==> config.mk <==
export PLATFORM = sky130hd
export DESIGN_NAME = serial_mem_ctrl
export DESIGN_NICKNAME = d
export VERILOG_FILES = /design/src/rtl/serial_mem_ctrl.sv
export SDC_FILE = /design/constraint.sdc
export NUM_CORES = 1
export LEC_CHECK = 0
export BUFFER_PORTS_ARGS = -buffer_cell sky130_fd_sc_hd__buf_2
export CAP_MARGIN = 25
export CORE_MARGIN = 2
export CORE_UTILIZATION = 54
export DETAILED_ROUTE_END_ITERATION = 10
export GPL_TIMING_DRIVEN = 0
export PLACE_DENSITY = 0.85
export SYNTH_ARGS = -nofsm -noshare
export SYNTH_HDL_FRONTEND = slang
export SYNTH_SLANG_ARGS = --single-unit
==> constraint.sdc <==
create_clock -name clk -period 5.75 [get_ports clk]
set_input_delay 0.575 -clock clk [delete_from_list [all_inputs] [get_ports clk]]
set_output_delay 0.575 -clock clk [all_outputs]
set_load 0.01 [all_outputs]
==> src/rtl/serial_mem_ctrl.sv <==
// Serial-to-parallel memory controller: shifts in address/data beats and issues memory strobes.
// Define SERIAL_READBACK_EN to stream read data back out serially after the parallel return.
module serial_mem_ctrl #(
  parameter int unsigned ADDR_W = 8,
  parameter int unsigned DATA_W = 32,
  parameter int unsigned SER_W  = 1,
  parameter int unsigned RD_LAT = 1,
  parameter int unsigned CNT_W  = 8
) (
  input  logic              clk,
  input  logic              reset,
  input  logic              ser_valid,
  input  logic [SER_W-1:0]  ser_data,
  input  logic              ser_rw,
  output logic              ser_ready,
  output logic              mem_en,
  output logic              mem_wr_en,
  output logic              mem_rd_en,
  output logic [ADDR_W-1:0] mem_addr,
  output logic [DATA_W-1:0] mem_wdata,
  input  logic [DATA_W-1:0] mem_rdata,
  output logic              rd_valid,
  output logic [DATA_W-1:0] rd_data,
  output logic              sout_valid,
  output logic [SER_W-1:0]  sout_data,
  output logic [CNT_W-1:0]  txn_cnt,
  output logic              busy
);

  localparam int unsigned ABEATS = ADDR_W / SER_W;
  localparam int unsigned DBEATS = DATA_W / SER_W;
  localparam int unsigned CMAX0  = (ABEATS > DBEATS) ? ABEATS : DBEATS;
  localparam int unsigned CMAX   = (CMAX0 > RD_LAT) ? CMAX0 : RD_LAT;
  localparam int unsigned CW     = $clog2(CMAX + 1);
  localparam logic [CW-1:0] A_LAST = CW'(ABEATS - 1);
  localparam logic [CW-1:0] D_LAST = CW'(DBEATS - 1);
  localparam logic [CW-1:0] W_LAST = CW'(RD_LAT - 1);

  typedef enum logic [2:0] {
    ADDR_LOAD, DATA_LOAD, MEM_WRITE, MEM_READ, READ_WAIT, READ_RET, SHIFT_OUT
  } state_t;

  state_t              r_state, w_state_nxt;
  logic [CW-1:0]       r_cnt;
  logic                r_rw;
  logic [ADDR_W-1:0]   r_addr;
  logic [DATA_W-1:0]   r_wdata;
  logic [DATA_W-1:0]   r_rdata;
  logic [CNT_W-1:0]    r_txn;
  logic                w_accept;
  logic                w_cnt_inc;
  logic                w_capture;
  logic                w_rw;

  assign w_accept  = ser_valid & ser_ready;
  // On the first address beat the direction comes straight from the port.
  assign w_rw      = (r_cnt == '0) ? ser_rw : r_rw;
  assign busy      = ~ser_ready;
  assign mem_addr  = r_addr;
  assign mem_wdata = r_wdata;
  assign rd_data   = r_rdata;
  assign txn_cnt   = r_txn;

  always_comb begin
    w_state_nxt = r_state;
    ser_ready   = 1'b0;
    mem_en      = 1'b0;
    mem_wr_en   = 1'b0;
    mem_rd_en   = 1'b0;
    rd_valid    = 1'b0;
    sout_valid  = 1'b0;
    w_cnt_inc   = 1'b0;
    w_capture   = 1'b0;
    unique case (r_state)
      ADDR_LOAD: begin
        ser_ready = 1'b1;
        w_cnt_inc = ser_valid;
        if (ser_valid && r_cnt == A_LAST) w_state_nxt = w_rw ? DATA_LOAD : MEM_READ;
      end
      DATA_LOAD: begin
        ser_ready = 1'b1;
        w_cnt_inc = ser_valid;
        if (ser_valid && r_cnt == D_LAST) w_state_nxt = MEM_WRITE;
      end
      MEM_WRITE: begin
        mem_en      = 1'b1;
        mem_wr_en   = 1'b1;
        w_state_nxt = ADDR_LOAD;
      end
      MEM_READ: begin
        mem_en      = 1'b1;
        mem_rd_en   = 1'b1;
        w_state_nxt = READ_WAIT;
      end
      READ_WAIT: begin
        // Enable stays up for RD_LAT-1 cycles; the last wait cycle samples the read data.
        mem_en    = (32'(r_cnt) + 32'd1 < RD_LAT);
        w_cnt_inc = 1'b1;
        if (r_cnt == W_LAST) begin
          w_capture   = 1'b1;
          w_state_nxt = READ_RET;
        end
      end
      READ_RET: begin
        rd_valid = 1'b1;
`ifdef SERIAL_READBACK_EN
        w_state_nxt = SHIFT_OUT;
`else
        w_state_nxt = ADDR_LOAD;
`endif
      end
      SHIFT_OUT: begin
`ifdef SERIAL_READBACK_EN
        sout_valid = 1'b1;
        w_cnt_inc  = 1'b1;
        if (r_cnt == D_LAST) w_state_nxt = ADDR_LOAD;
`else
        w_state_nxt = ADDR_LOAD;
`endif
      end
      default: w_state_nxt = ADDR_LOAD;
    endcase
  end

`ifdef SERIAL_READBACK_EN
  logic [DATA_W-1:0] w_sout_word;
  assign w_sout_word = r_rdata << (r_cnt * SER_W);
  assign sout_data   = w_sout_word[DATA_W-1 -: SER_W];
`else
  assign sout_data = '0;
`endif

  always_ff @(posedge clk or posedge reset) begin
    if (reset) begin
      r_state <= ADDR_LOAD;
      r_cnt   <= '0;
    end else begin
      r_state <= w_state_nxt;
      if (w_state_nxt != r_state) r_cnt <= '0;
      else if (w_cnt_inc)         r_cnt <= r_cnt + CW'(1);
    end
  end

  always_ff @(posedge clk or posedge reset) begin
    if (reset) begin
      r_rw    <= 1'b0;
      r_addr  <= '0;
      r_wdata <= '0;
      r_rdata <= '0;
      r_txn   <= '0;
    end else begin
      if (w_accept && r_state == ADDR_LOAD) begin
        r_addr <= (r_addr << SER_W) | ADDR_W'(ser_data);
        if (r_cnt == '0) r_rw <= ser_rw;
      end
      if (w_accept && r_state == DATA_LOAD) r_wdata <= (r_wdata << SER_W) | DATA_W'(ser_data);
      if (w_capture)                        r_rdata <= mem_rdata;
      if (mem_wr_en || mem_rd_en)           r_txn   <= r_txn + CNT_W'(1);
    end
  end

endmodule

==> flow_summary.toml <==
[sta]
fin_skew_ns = 0.00650
setup_slack_ns = 3.16
fin_crit_ns = 2.59
tns_ns = 0
tightest_slew_ns = 0.691
hold_viol = 0
slew-limit-headroom_pct = 53.7
rsz0062_at_grt = "false"
setup_viol = 0
fmax_ghz = 0.386
period_share_pct = 45.0
finalMaxSlewViolations = 0

[final_layout]
stdcell_area_um2 = 4670
syn_to_final_growth_pct = 25.4
final_cell_mix = "131 x buf_2, 90 x dfrtp_1, 71 x mux2_2"
final_util_pct = 69.5
n_antenna_cell = 0
nets = 435
final_common_cell = "buf_2"
drive_gt1_share_pct = 57.1

[clocking]
clk_latency_ns = 0.35
clock-root-buffer = "clkbuf_8"
cts_hold_buf = 0
clk_pin_slew_worst_paths_ns = 0.09
cts.path.max_buffers = 2
cts_htree_levels = 3
post-cts-setup-buffers = 0
clock_sinks = 90
post_cts_resized = 0
cts_buffers = 9
cts_tree = "yes"

[synthesis]
postSynthCellCount = 260
synth_fa_ha_area_share_pct = 1.01
synth_compound_area_share_pct = 2.86
ys.warnings.count = 0
synth_top_area_cell = "dfrtp_1"
synth_edf_count = 0
synth_top_flop_cell = "dfrtp_1"
synthSimpleGateAreaFrac_pct = 7.66
avgSynthCellArea_um2 = 14.3
yosys.area.top_type_share_pct = 60.5
synth_cell_types = 40
async_flop_share_pct = 100
synth_top_family_by_area = "multiplexers"
yosysSeqAreaShare_pct = 60.5
synthTopCellsByArea = "dfrtp_1 61%, mux2_2 21%, xnor2_1 2.1%, buf_2 1.2%, ha_1 1.0%"
synth-seq-cells = 90
syn-cell-area_um2 = 3720
yosys.area_share.xor_xnor_pct = 2.59
muxShareOfSynthArea_pct = 22.7

[placed_design]
gp_congestion = 0.878
post_dp_cell_area_um2 = 4470
pre_cts_ws_ns = 3.65
io_buffers = 122
dp_hpwl_um = 5270

[run_status]
outcome = "completed"

[routing]
route.detailed.drc = 0
final_antenna_net_count = 0
viasPerCell = 5.17
drt-initial-drc-count = 81
first_pass_iters = 4
post_drt_wl_per_cell_um = 15.1
wl_um = 7230
detailroute.via_count = 2475

[hold_path]
hp-class = "primary input to asynchronous set/reset pin"

[die]
fp.dieW_um = 87.0
pin_count = 125
core_um2 = 6720
start_util_pct = 55.4
rows = 30
chipHeight_um = 87.0
die_area_um2 = 7570

[global_routing]
grt_pass1_vias = 2378
antenna_found_initial = 0
grt_start_max_net_pins = 74
grt_pass1_wl_um = 11500
grt_use_total_pct = 19.9
grt-ovfl-total = 0

[power]
leakage_nw = 2.38
power_density_nw_per_um2 = 413
ir_drop_v = 0.000296

[worst_setup_path]
critPathMaxFanout = 6
criticalPathCategory = "flip-flop to output port"
r2r_cells = 6
arrival_ns = 2.01
end_kind = "output port"
required_ns = 5.18
reg2reg_from = "r_cnt[0]"
worst_r2r_endpoint = "rd_data[6]"
r2r_slack_ns = 3.77
cp-start-kind = "flip-flop"

[job]
cap_violations = 0
flip-flops by register name (all words and copies together), names as in the netlist:
signal and flops:
r_cnt 6, mem_addr 8, txn_cnt 8, r_state 3, r_rw 1, rd_data 32
mem_wdata 32
worst max path at each step:
stage | startpoint | end | slack, ns | cells after the start
6_report | r_cnt[0] | mem_en | 3.16 | 6
5_1_grt | r_cnt[0] | mem_en | 2.99 | 6
4_1_cts | r_cnt[0] | mem_en | 3.16 | 6
3_5_place_dp | r_cnt[0] | mem_en | 3.65 | 6
3_3_place_gp | reset | rd_data[20] | 1.91 | 2
2_1_floorplan | reset | mem_addr[0] | 2.84 | 1
cell usage after synthesis, types with 3 or more instances:
| master | instances |
|---|---|
| a21oi_1 | 3 |
| nand2b_1 | 4 |
| mux2_1 | 3 |
| inv_1 | 5 |
| nand2_1 | 10 |
| buf_2 | 9 |
| xnor2_1 | 9 |
| a211oi_1 | 4 |
| ha_1 | 3 |
| nand3_1 | 5 |
| mux2_2 | 71 |
| dfrtp_1 | 90 |
| nor2_1 | 10 |
cells by family (layout without fill, tap and decap cells):
| family | after synthesis | in the layout |
|---|---|---|
| flops | 90 | 90 |
| mux | 75 | 75 |
| simple gates | 46 | 46 |
| buf+inv | 19 | 157 |
| compound gates | 15 | 15 |
| xor+xnor | 11 | 11 |
| fa+ha+maj | 3 | 3 |
| other cells | 1 | 2 |
critical path: stages (launching register included):
cell       delay (ns)
dfrtp_1          0.45
ha_1             0.36
nand2_1          0.11
a21oi_1          0.17
o2111ai_1        0.14
o31ai_1          0.25
buf_2            0.18
layer usage:
metal / share of wire (%) / routed length (um) / track usage [%]
met5: 0 / 0 / 0
met4: 2.4 / 174 / 10.5
met3: 4.3 / 311 / 4.55
met2: 52 / 3740 / 31.8
met1: 42 / 3000 / 25.4
stage by stage:
step,power [mW],hold slack (ns),std cells
floorplan,1.28,0.475,261
global placement,1.48,0.458,463
detailed placement,1.51,0.464,464
CTS,1.95,0.146,479
global route,2.04,0.154,479
finish,1.93,0.151,479
where the power goes:
part	internal [mW]	total [mW]	leakage (nW)	switching [mW]
registers	0.784	0.892	1.12	0.107
clock network	0.222	0.436	0.101	0.213
logic	0.305	0.599	1.16	0.294
total	1.31	1.93	2.38	0.614
final cells by class:
cell class / count / area, um^2
Inverter: 5 / 21.3
Clock buffer: 11 / 151
Fill cell: 493 / 2050
Sequential cell: 90 / 2250
Multi-Input combinational cell: 152 / 1380
Clock inverter: 4 / 51.3
Timing Repair Buffer: 123 / 638
Buffer: 14 / 78.8
Tap cell: 80 / 100
Power figures use the tool's default switching activity.
